### config.mk
export PLATFORM = sky130hd
export DESIGN_NAME = ysyx_22051013_mem_arbiter
export DESIGN_NICKNAME = d
export VERILOG_FILES = /design/src/rtl/ysyx_22051013_mem_arbiter_pkg.sv /design/src/rtl/ysyx_22051013_rr_pick2.sv /design/src/rtl/ysyx_22051013_mem_arbiter.sv
export SDC_FILE = /design/constraint.sdc
export NUM_CORES = 1
export LEC_CHECK = 0
export BUFFER_PORTS_ARGS = -buffer_cell sky130_fd_sc_hd__buf_2
export CORE_AREA = 2 2 211 213
export CTS_CLUSTER_DIAMETER = 30
export DETAILED_ROUTE_END_ITERATION = 10
export DIE_AREA = 0 0 213 215
export SLEW_MARGIN = 10
export SYNTH_ARGS = -nofsm -noshare
export SYNTH_HDL_FRONTEND = slang
export SYNTH_SLANG_ARGS = --single-unit
### constraint.sdc
create_clock -name clk -period 10.4 [get_ports clk]
set_input_delay 1.04 -clock clk [delete_from_list [all_inputs] [get_ports clk]]
set_output_delay 1.04 -clock clk [all_outputs]
set_load 0.05 [all_outputs]
### src/rtl/ysyx_22051013_mem_arbiter_pkg.sv
// Shared encodings for the icache/dcache memory arbiter.
package ysyx_22051013_mem_arbiter_pkg;

  localparam logic [1:0] ARB_IDLE  = 2'd0;
  localparam logic [1:0] ARB_GNT_I = 2'd1;
  localparam logic [1:0] ARB_GNT_D = 2'd2;
  localparam logic [1:0] ARB_GAP   = 2'd3;

  localparam logic REQ_I = 1'b0;
  localparam logic REQ_D = 1'b1;

endpackage

### src/rtl/ysyx_22051013_rr_pick2.sv
// Two-way round-robin picker: on a tie the requester that did not win last time is chosen.
module ysyx_22051013_rr_pick2
  import ysyx_22051013_mem_arbiter_pkg::*;
(
  input  logic [1:0] req,
  input  logic       last,
  output logic [1:0] grant
);

  always_comb begin
    grant = req;
    if (req == 2'b11) begin
      grant = (last == REQ_D) ? 2'b01 : 2'b10;
    end
  end

endmodule

### src/rtl/ysyx_22051013_mem_arbiter.sv
// Shares the AXI bridge port between the icache refill path and the dcache.
module ysyx_22051013_mem_arbiter
  import ysyx_22051013_mem_arbiter_pkg::*;
#(
  parameter int ADDR_W  = 64,
  parameter int DATA_W  = 64,
  parameter int TIMEOUT = 1023
) (
  input  logic              clk,
  input  logic              rst,
  input  logic              i_ena,
  input  logic [ADDR_W-1:0] i_addr,
  output logic              i_valid,
  output logic [DATA_W-1:0] i_rdata,
  input  logic              d_ena,
  input  logic              d_we,
  input  logic [ADDR_W-1:0] d_addr,
  input  logic [DATA_W-1:0] d_wdata,
  input  logic [7:0]        d_wstrb,
  output logic              d_valid,
  output logic [DATA_W-1:0] d_rdata,
  output logic              mem_req,
  output logic              mem_we,
  output logic [ADDR_W-1:0] mem_addr,
  output logic [DATA_W-1:0] mem_wdata,
  output logic [7:0]        mem_wstrb,
  input  logic              mem_done,
  input  logic [DATA_W-1:0] mem_rdata,
  output logic              err
);

  localparam int TW = $clog2(TIMEOUT + 1);

  logic [1:0]        state;
  logic [1:0]        mask;
  logic              last_grant;
  logic [TW-1:0]     timer;
  logic              err_q;
  logic [1:0]        req_m;
  logic [1:0]        grant;
  logic              in_gnt;
  logic              timeout_hit;
  logic              done_evt;
  logic [ADDR_W-1:0] addr_q;
  logic              we_q;
  logic [DATA_W-1:0] wdata_q;
  logic [7:0]        wstrb_q;

  // Requests are only considered in IDLE; GAP swallows both so a late-dropping requester is not re-served.
  assign req_m = (state == ARB_IDLE) ? ({d_ena, i_ena} & ~mask) : 2'b00;

  ysyx_22051013_rr_pick2 u_pick (
    .req   (req_m),
    .last  (last_grant),
    .grant (grant)
  );

  assign in_gnt      = (state == ARB_GNT_I) || (state == ARB_GNT_D);
  assign timeout_hit = in_gnt && !mem_done && (timer == TW'(TIMEOUT));
  assign done_evt    = in_gnt && (mem_done || timeout_hit);

  always_ff @(posedge clk or posedge rst) begin
    if (rst) begin
      state      <= ARB_IDLE;
      mask       <= 2'b00;
      last_grant <= REQ_D;
      timer      <= '0;
      err_q      <= 1'b0;
    end else begin
      case (state)
        ARB_IDLE: begin
          timer <= '0;
          if (grant[REQ_I]) begin
            state      <= ARB_GNT_I;
            last_grant <= REQ_I;
            timer      <= TW'(1);
          end else if (grant[REQ_D]) begin
            state      <= ARB_GNT_D;
            last_grant <= REQ_D;
            timer      <= TW'(1);
          end
        end
        ARB_GNT_I, ARB_GNT_D: begin
          if (done_evt) begin
            state <= ARB_GAP;
            mask  <= (state == ARB_GNT_I) ? 2'b01 : 2'b10;
            timer <= '0;
            if (timeout_hit) err_q <= 1'b1;
          end else if (timer != TW'(TIMEOUT)) begin
            timer <= timer + TW'(1);
          end
        end
        ARB_GAP: begin
          state <= ARB_IDLE;
          mask  <= 2'b00;
        end
        default: state <= ARB_IDLE;
      endcase
    end
  end

  // Request fields are captured once at grant; outputs are gated so their reset value is irrelevant.
  always_ff @(posedge clk) begin
    if ((state == ARB_IDLE) && (grant != 2'b00)) begin
      addr_q  <= grant[REQ_I] ? i_addr : d_addr;
      we_q    <= grant[REQ_D] & d_we;
      wdata_q <= d_wdata;
      wstrb_q <= d_wstrb;
    end
  end

  assign mem_req   = in_gnt;
  assign mem_we    = (state == ARB_GNT_D) & we_q;
  assign mem_addr  = in_gnt ? addr_q : '0;
  assign mem_wdata = mem_we ? wdata_q : '0;
  assign mem_wstrb = mem_we ? wstrb_q : 8'h00;

  assign i_valid = done_evt && (state == ARB_GNT_I);
  assign d_valid = done_evt && (state == ARB_GNT_D);
  assign i_rdata = (i_valid && !timeout_hit) ? mem_rdata : '0;
  assign d_rdata = (d_valid && !timeout_hit) ? mem_rdata : '0;
  assign err     = err_q | timeout_hit;

endmodule

==> results.ini, run 1 <==
[power_and_ir_drop]
power.internal_uw = 1750
sequentialPowerShare_pct = 24.1
p_leak_uw = 0.00604
combPwrFrac_pct = 57.7
power.switching_uw = 1950
swShare_pct = 52.7
power.density_nw_per_um2 = 312
clock_power_share_pct = 18.2
ir_drop_uv = 213

[run_status]
status = finished clean

[global_routing]
grt_pass1_vias = 6392
grt_pass1_wl_mm = 35.9
antenna_found_initial = 2
globalRouteOverflowTotal = 0
grt_use_total_pct = 10.5
grt_max_degree = 75

[placement]
routabilityCongestion = 0.823
dp_hpwl_mm = 19.1
placed_cell_area_um2 = 11200
io_buffer_count = 538

[worst_setup_path]
cp_data_required_time_ps = 9360
critical_path.most_common_cell = buf_4
critPathMaxStageDelay_ps = 490
cp_data_arrival_time_ps = 3000
slowest_stage = buf_4
ff2ff_path_depth = 6
r2r_start = state[0]
startpoint_type = flop
cp-end-kind = primary output
crit_chain = inv_1, ha_2, buf_4, and3_1, buf_4, and2_1, buf_2
r2r_end = addr_q[18]
crit_fanout = 73
reg2reg_slack_ps = 7240
worstSetupPathType = flop to primary output

[finish]
finalNetCount = 1413
area_growth_pct = 49.4
final_area_um2 = 11800
final_cell_mix = buf_2, and3_1, edfxtp_1
final_common_cell = buf_2
drive_above_1_share_pct = 57.3

[die]
dieHeight_um = 215
core.rowCount = 77
start_util_pct = 18.1
die_width_um = 213
die_area_um2 = 45800
pin_count = 539
core-area_um2 = 43600

[clock_tree]
cts_tree = built
clk_latency_ps = 450
post_cts_buffers = 0
cts-htree-levels = 4
cts.path.max_buffers = 2
cts.sinks = 153
cts_repair_resize_count = 0
clk_pin_slew_worst_paths_ps = 70
postCtsHoldBufs = 0
cts_made_buffers = 17
clock-root-buffer = clkbuf_16

[sta]
finalHoldViolCount = 0
rsz0062_at_grt = no
fin_crit_sh_pct = 38.8
fin_crit_ps = 4040
slew_headroom_pct = 34.6
fin_setup_tns_ps = 0
finalClockSkew_ps = 11.8
max_freq_mhz = 248
slew_viol_final = 0
worstMarginPinSlew_ps = 982
setup_viol = 0

[routing]
drt_iter0_drc = 288
wl_mm = 25.3
vias = 6741
wire_per_inst_um = 14.5
firstDrtPassIters = 4
drc_errors = 0
vias_per_cell = 3.87
ant_nets = 0

[yosys]
syn-mean-instance-area_um2 = 12.7
synthCells = 624
ys_seq_elements = 153
synth_cell_types = 41
yosysWarnings = 0
syn_nets = 901
yosysSeqAreaShare_pct = 57.1
syn_area_um2 = 7910

[job]
drv_cap = 0

[min_path]
hold_path.class = flop to flop
min_path_cells = 1
hold-path-endpoint = err_q
min-delay-start = err_q

layout make-up:
type	instances	area (µm²)
Antenna cell	1	2.50
Clock inverter	15	205
Fill cell	4570	31800
Inverter	5	18.8
Multi-Input combinational cell	413	3160
Sequential cell	153	4520
Clock buffer	17	425
Tap cell	592	741
Timing Repair Buffer	546	2750
power groups by stage:
stage	clock network, µW	logic, µW	registers, µW
global placement	0	2140	898
detailed placement	0	2150	903
floorplan	0	1650	926
global route	717	2260	903
CTS	696	2160	890
finish	671	2130	889
metal layers:
metal  wire, µm  vias up  share of wire [%]  GRT usage [%]
li1           -     3265                  -              -
met4        389        2                1.5           3.66
met5         13        -              0.051              0
met3       2100       19                8.3           3.54
met1       9870     3133                 39           11.3
met2      13000      322                 51           19.1
cell usage after synthesis (all sizes together):
master	count	area, µm²
nand2b	5	38.8
clkbuf	44	165
dfstp	1	26.3
o31ai	2	15.0
ha	7	87.6
mux2	67	912
nor4	1	6.26
xnor2	5	43.8
edfxtp	137	4110
and2b	1	7.51
a41o	1	21.3
o21ai	4	23.8
nand3	3	15.0
o211a	1	10.0
a31oi	1	6.26
nor3b	1	7.51
and2	129	807
a41oi	1	27.5
nor2b	1	6.26
a21oi	4	20.0
or4	2	15.0
dfrtp	15	375
mux2i	2	20.0
o211ai	1	7.51
and4	1	11.3
nor3	2	10.0
nor2	16	60.1
a22oi	1	7.51
nand4	2	12.5
a31o	2	17.5
buf	9	76.3
inv	5	18.8
nand2	11	43.8
and3	138	865
a22o	1	8.76
through the flow:
stage          util [%]  std cells  hold WS (ps)  worst slack, ps  total power, µW
2_1_floorplan         -        624           443             1960             2580
3_3_place_gp       25.6       1709           453             6600             3040
3_5_place_dp       25.6       1709           457             6470             3060
4_1_cts            27.1       1741           476             6280             3740
5_1_grt            27.1       1741           508             6060             3870
6_report           27.1       1742           472             6360             3690
registers in the layout, summed over array words and instances (netlist names):
signal,count
state,2
err_q,1
last_grant,1
wstrb_q,8
we_q,1
addr_q,64
mask,2
wdata_q,64
timer,10
how the worst max path moves through the flow:
stage              from     endpoint  slack [ps]  cells past startpoint
2_1_floorplan     i_ena    addr_q[0]        1960                      2
3_3_place_gp   mem_done  d_rdata[60]        6600                      5
3_5_place_dp   mem_done  d_rdata[38]        6470                      5
4_1_cts        state[0]  d_rdata[38]        6280                      7
5_1_grt        state[0]   d_rdata[1]        6060                      7
6_report       state[0]  d_rdata[38]        6360                      7
worst max-delay path: cells and delay by family (launching register included):
family | cells | cell delay, ps
fa+ha+maj | 1 | 350
flops | 1 | 410
simple gates | 2 | 460
buf+inv | 4 | 1280
cell families (layout without fill, tap and decap cells):
kind of cell             Yosys count  count (layout)  synth area share [%]
AND/OR/NAND/NOR                  313             313                  24.1
AO/OA/AOI/OAI                     19              19                  2.09
buffers and inverters             58             583                  3.29
XOR/XNOR                           5               5                 0.554
multiplexers                      69              69                  11.8
adder cells (fa/ha/maj)            7               7                  1.11
flip-flops                       153             153                  57.1
other                              0               1                     0
Note: power is estimated with default switching activity, not from simulation.
==> run 2, diff against run 1 <==
- clock period: 10.4 -> 3.93 ns (I/O delays scaled with it)
==> run 2 against run 1 <==
Critical endpoint is now d_rdata[61]. Total power grew to 2.6 times the previous value. Worst hold slack lost 460 ps. Critical path depth fell by 1. First-iteration DRC count rose by 8.7%.
==> results.ini, run 2 (same netlist as run 1, synthesis figures left out) <==
[finish]
drive_above_1_share_pct = 57.6  ; +0.35 points
finalNetCount = 1421  ; +0.57%
nFillCells = 4563  ; -0.15%
final_cell_mix = buf_2, and3_1, edfxtp_1
diodes = 0  ; -1
final_common_cell = buf_2
reg_top3 = addr_q: 64 flops, wdata_q: 64 flops, timer: 10 flops
area_growth_pct = 50.0

[sta]
fin_ws_ps = 1000  ; -5360 ps
rsz0062_at_grt = no
max_freq_mhz = 342
finalHoldViolCount = 0  ; unchanged
setup_viol = 0  ; unchanged
slew_headroom_pct = 32.3  ; -2.2 points
fin_crit_sh_pct = 74.4
fin_crit_ps = 2930
worstMarginPinSlew_ps = 1010  ; +30.8 ps
slew_viol_final = 0  ; unchanged
fin_setup_tns_ps = 0  ; unchanged
finalClockSkew_ps = 28.7  ; +17.0 ps

[clock_tree]
clk_latency_ps = 460  ; about the same
postCtsHoldBufs = 0  ; unchanged
cts.sinks = 153  ; unchanged
cts_tree = built
post_cts_buffers = 0  ; unchanged
clk_pin_slew_worst_paths_ps = 70  ; about the same
cts.path.max_buffers = 2  ; unchanged
clock-root-buffer = clkbuf_16
cts_made_buffers = 17  ; unchanged
cts_repair_resize_count = 0  ; unchanged
cts-htree-levels = 4  ; unchanged

[routing]
top_layer_used = met5
wire_per_inst_um = 14.5  ; -0.29%
dr_wl_met2_mm = 13.1  ; +1.2%
vias = 6755  ; +0.21%
drt_iter0_drc = 313  ; +8.7%
ant_nets = 0  ; unchanged
drc_errors = 0  ; unchanged
firstDrtPassIters = 4  ; unchanged
wl_met3_mm = 2.06  ; -1.8%
vias_per_cell = 3.86  ; -0.14%
wl_met1_mm = 9.79  ; -0.82%
wl_mm = 25.3  ; about the same

[die]
core-area_um2 = 43600  ; unchanged
pin_count = 539  ; unchanged
start_util_pct = 18.1  ; unchanged
die_area_um2 = 45800  ; unchanged
dieHeight_um = 215  ; unchanged
die_width_um = 213  ; unchanged
core.rowCount = 77  ; unchanged

[power_and_ir_drop]
ir_drop_uv = 384  ; +80%
p_total_uw = 9630  ; +160%
p_leak_uw = 0.00606  ; +0.40%
power.density_nw_per_um2 = 812  ; +160%

[global_routing]
grt_pass1_wl_mm = 35.9  ; +0.23%
grt_max_degree = 75  ; unchanged
grt_pass1_vias = 6348  ; -0.69%
globalRouteOverflowTotal = 0  ; unchanged
antenna_found_initial = 3  ; +1
grt_use_total_pct = 10.5  ; about the same

[worst_setup_path]
critPathBufInv = 3  ; -1
worstSetupStartpoint = state[1]
path_depth = 6  ; -1
worstSetupPathType = flop to primary output
crit_chain = inv_1, ha_2, and3_1, buf_4, and2_1, buf_2
critPathMaxStageDelay_ps = 450  ; -40 ps
r2r_start = state[0]
cp_data_required_time_ps = 3540  ; -5820 ps
slowest_stage = ha_2
r2r_end = addr_q[23]
crit_end = d_rdata[61]
crit_fanout = 64  ; -12%
cp_top_family = buffers and inverters
startpoint_type = flop
ff2ff_path_depth = 5  ; -1
cp_data_arrival_time_ps = 2530  ; -470 ps
reg2reg_slack_ps = 1530  ; -5710 ps
cp-end-kind = primary output

[placement]
io_buffer_count = 538  ; unchanged
routabilityCongestion = 0.801  ; -2.6%
dp_hpwl_mm = 19.5  ; +2.1%
dp_slack_ps = 1470  ; -4990 ps

[job]
drv_cap = 0  ; unchanged

[run_status]
status = finished clean

[min_path]
hold_path.class = input port to async pin

run 2: cell count changes in the layout (fill, tap and decap cells not counted), sizes merged:
cell / previous run / this run
bufinv: 3 / 0
clkinv: 2 / 3
buf: 546 / 554
inv: 13 / 14
diode: 1 / 0
run 2: worst reg2reg max path: stages, from the launching register on:
cell,delay (ps)
dfrtp_1,420
inv_1,150
ha_1,260
inv_1,110
a21oi_4,770
buf_12,320
run 2: area by class of cell:
cell class | count | area [µm²] | area share, %
sequential | 153 | 4520 | 38.1
multi-input combinational | 413 | 3160 | 26.6
timing repair buffer | 554 | 2880 | 24.2
tap | 592 | 741 | 6.24
clock buffer | 17 | 425 | 3.59
clock inverter | 14 | 128 | 1.08
inverter | 5 | 18.8 | 0.158
run 2: routing by layer:
layer / track usage (%) / up-vias
li1: - / 3280
met1: 11.2 / 3114
met2: 19.3 / 333
met3: 3.48 / 24
met4: 3.75 / 4
met5: 0 / -
run 2: power by group:
part | internal, µW | total, µW | switching [µW]
registers | 2240 | 2340 | 102
clock network | 830 | 1580 | 751
logic | 1420 | 5700 | 4280
total | 4490 | 9630 | 5130
run 2: how the worst min path moves through the flow:
stage               start       end  slack (ps)  cells past startpoint
floorplan             rst     err_q         310                      1
detailed placement  err_q     err_q         460                      1
finish                rst  timer[8]          20                      2
global route          rst  timer[8]          50                      2
global placement    err_q     err_q         450                      1
CTS                   rst  timer[8]          10                      2
run 2: stage by stage:
step	cells	util [%]	instance area, µm²	hold WS, ps
2_1_floorplan	624	-	7920	306
3_5_place_dp	1717	25.9	11300	461
5_1_grt	1748	27.2	11900	45.2
6_report	1748	27.2	11900	16.9
3_3_place_gp	1717	25.9	11300	453
4_1_cts	1748	27.2	11900	14.2
==> run 3, diff against run 2 <==
- CORE_AREA: 2 2 211 213 -> 2 2 209 211
- DIE_AREA: 0 0 213 215 -> 0 0 211 213
- clock period: 3.93 -> 2.4 ns (I/O delays scaled with it)
==> run 3 against run 2 <==
Global-route usage up 2.1 points. Clock skew fell by 15 ps. Via count rose by 6.3%. Worst setup slack worse by 930 ps. Count of clock-buffer cells in the layout did not move. First-iteration DRC count is 24% lower. Largest power group unchanged. Highest routed layer unchanged.
==> results.ini, run 3 (same netlist as run 1, synthesis figures left out) <==
[placement]
dp_hpwl_mm = 22.5  ; +15%
io_buffer_count = 538  ; unchanged
dp_cells = 1667  ; -2.9%
routabilityCongestion = 0.794  ; -0.91%

[global_routing]
grt_max_degree = 93  ; +24%
grt_pass1_vias = 7146  ; +13%
antenna_found_initial = 17  ; +14
grt_use_total_pct = 12.6  ; +2.1 points
grt_pass1_wl_mm = 41.6  ; +16%
globalRouteOverflowTotal = 0  ; unchanged

[power_and_ir_drop]
power.density_nw_per_um2 = 1270  ; +56%
ir_drop_uv = 651  ; +69%
p_leak_uw = 0.00645  ; +6.4%

[finish]
drive_above_1_share_pct = 59.6  ; +2.0 points
fin_cells = 1785  ; +2.1%
finalNetCount = 1495  ; +5.2%
reg_top3 = addr_q: 64 flops, wdata_q: 64 flops, timer: 10 flops
area_growth_pct = 64.5
final_cell_mix = buf_2, edfxtp_1, and3_1
final_common_cell = buf_2
utilization_pct = 30.5  ; +3.3 points

[worst_setup_path]
reg2reg_slack_ps = 370  ; -1160 ps
r2r_start = timer[0]
worstSetupPathType = flop to primary output
cp-end-kind = primary output
ff2ff_path_depth = 6  ; +1
crit_chain = inv_2, ha_4, and3_4, bufbuf_16, and2_2, buf_4
critPathMaxStageDelay_ps = 370  ; -80 ps
cp_data_required_time_ps = 2160  ; -1380 ps
r2r_end = mask[1]
startpoint_type = flop
crit_fanout = 32  ; -50%
slowest_stage = dfrtp_1
cp_data_arrival_time_ps = 2090  ; -440 ps

[sta]
worstMarginPinSlew_ps = 639  ; -373 ps
setup_viol = 0  ; unchanged
fin_crit_ps = 2330
finalHoldViolCount = 0  ; unchanged
finalClockSkew_ps = 13.5  ; -15.3 ps
slew_headroom_pct = 57.3  ; +25 points
slew_viol_final = 0  ; unchanged
fin_crit_sh_pct = 97.0
max_freq_mhz = 429

[routing]
firstDrtPassIters = 4  ; unchanged
wl_mm = 30.0  ; +18%
vias_per_cell = 4.02  ; +4.1%
ant_nets = 0  ; unchanged
drc_errors = 0  ; unchanged
wire_per_inst_um = 16.8  ; +16%
drt_iter0_drc = 237  ; -24%
vias = 7178  ; +6.3%

[run_status]
status = finished clean

[min_path]
min_path_cells = 2
hold_path.class = input port to flop
hold-path-endpoint = addr_q[29]
min-delay-start = i_addr[29]

[clock_tree]
cts.sinks = 153  ; unchanged
cts_tree = built
clk_latency_ps = 450  ; about the same
cts_made_buffers = 17  ; unchanged
cts-htree-levels = 4  ; unchanged
clk_pin_slew_worst_paths_ps = 70  ; about the same
clock-root-buffer = clkbuf_16
cts.path.max_buffers = 2  ; unchanged

[job]
drv_cap = 0  ; unchanged

[die]
die_width_um = 211  ; -0.94%
pin_count = 539  ; unchanged
core-area_um2 = 42700  ; -2.2%
die_area_um2 = 44900  ; -1.9%
dieHeight_um = 213  ; -0.93%
start_util_pct = 18.5  ; +0.40 points
core.rowCount = 76  ; -1.3%

## run 3: changes by cell type in the layout (fill, tap and decap cells not counted), sizes merged
cell,before,now
bufinv,0,1
dlygate4sd3,0,73
diode,0,8
clkinvlp,2,4
clkinv,3,4
bufbuf,0,1
inv,14,11
## run 3: how the worst max path moves through the flow
| stage | from | slack (ps) | cells past startpoint | endpoint |
|---|---|---|---|---|
| finish | state[1] | 70 | 6 | d_rdata[46] |
| global route | state[0] | -20 | 6 | d_rdata[2] |
| CTS | state[0] | 0.9 | 6 | d_rdata[48] |
| detailed placement | state[0] | 380 | 6 | d_rdata[20] |
| global placement | state[1] | 460 | 6 | d_rdata[47] |
| floorplan | state[1] | -970 | 4 | addr_q[0] |
## run 3: what timing repair did
action / 4_1_cts / 5_1_grt
endpoints found under the hold margin: 87 / 0
gates cloned: 1 / 0
setup endpoints to repair: 86 / 34
hold buffers: 73 / 0
pin swaps: 0 / 1
resized for setup: 65 / 17
buffers inserted: 2 / 2
## run 3: routing by layer
metal	routed length, µm	share of wire (%)	GRT usage [%]
met1	10700	36	12.2
met2	16000	53	24.1
met3	2080	6.9	3.63
met4	1260	4.2	7.02
met5	13	0.043	0
## run 3: final cells by class
type,instances,area (µm²)
Fill cell,4366,29700
Sequential cell,153,4520
Timing Repair Buffer,628,3940
Multi-Input combinational cell,413,3270
Tap cell,546,683
Clock buffer,17,425
Clock inverter,15,141
Antenna cell,8,20.0
Inverter,5,18.8
## run 3: report_power, final
group	total, µW	switching [µW]	leakage [µW]	internal, µW
clock network	2620	1170	0.000267	1450
logic	10100	7260	0.00471	2790
registers	3830	154	0.00147	3680
## run 3: critical path, delay by kind of cell (launching register included)
| kind | cells | cell delay [ps] |
|---|---|---|
| adder cells (fa/ha/maj) | 1 | 310 |
| buffers and inverters | 3 | 580 |
| flip-flops | 1 | 370 |
| AND/OR/NAND/NOR | 2 | 380 |
## run 3: through the flow
stage	total power [µW]	setup slack, ps	cell area [µm²]	setup TNS [ps]	hold slack [ps]
2_1_floorplan	11100	-973	8010	-134220	153
3_3_place_gp	13500	456	11400	0	352
3_5_place_dp	13600	376	11400	0	366
4_1_cts	16700	0.926	12900	0	53.8
5_1_grt	17300	-17.9	13000	-55.2	65.3
6_report	16500	71.2	13000	0	89.2
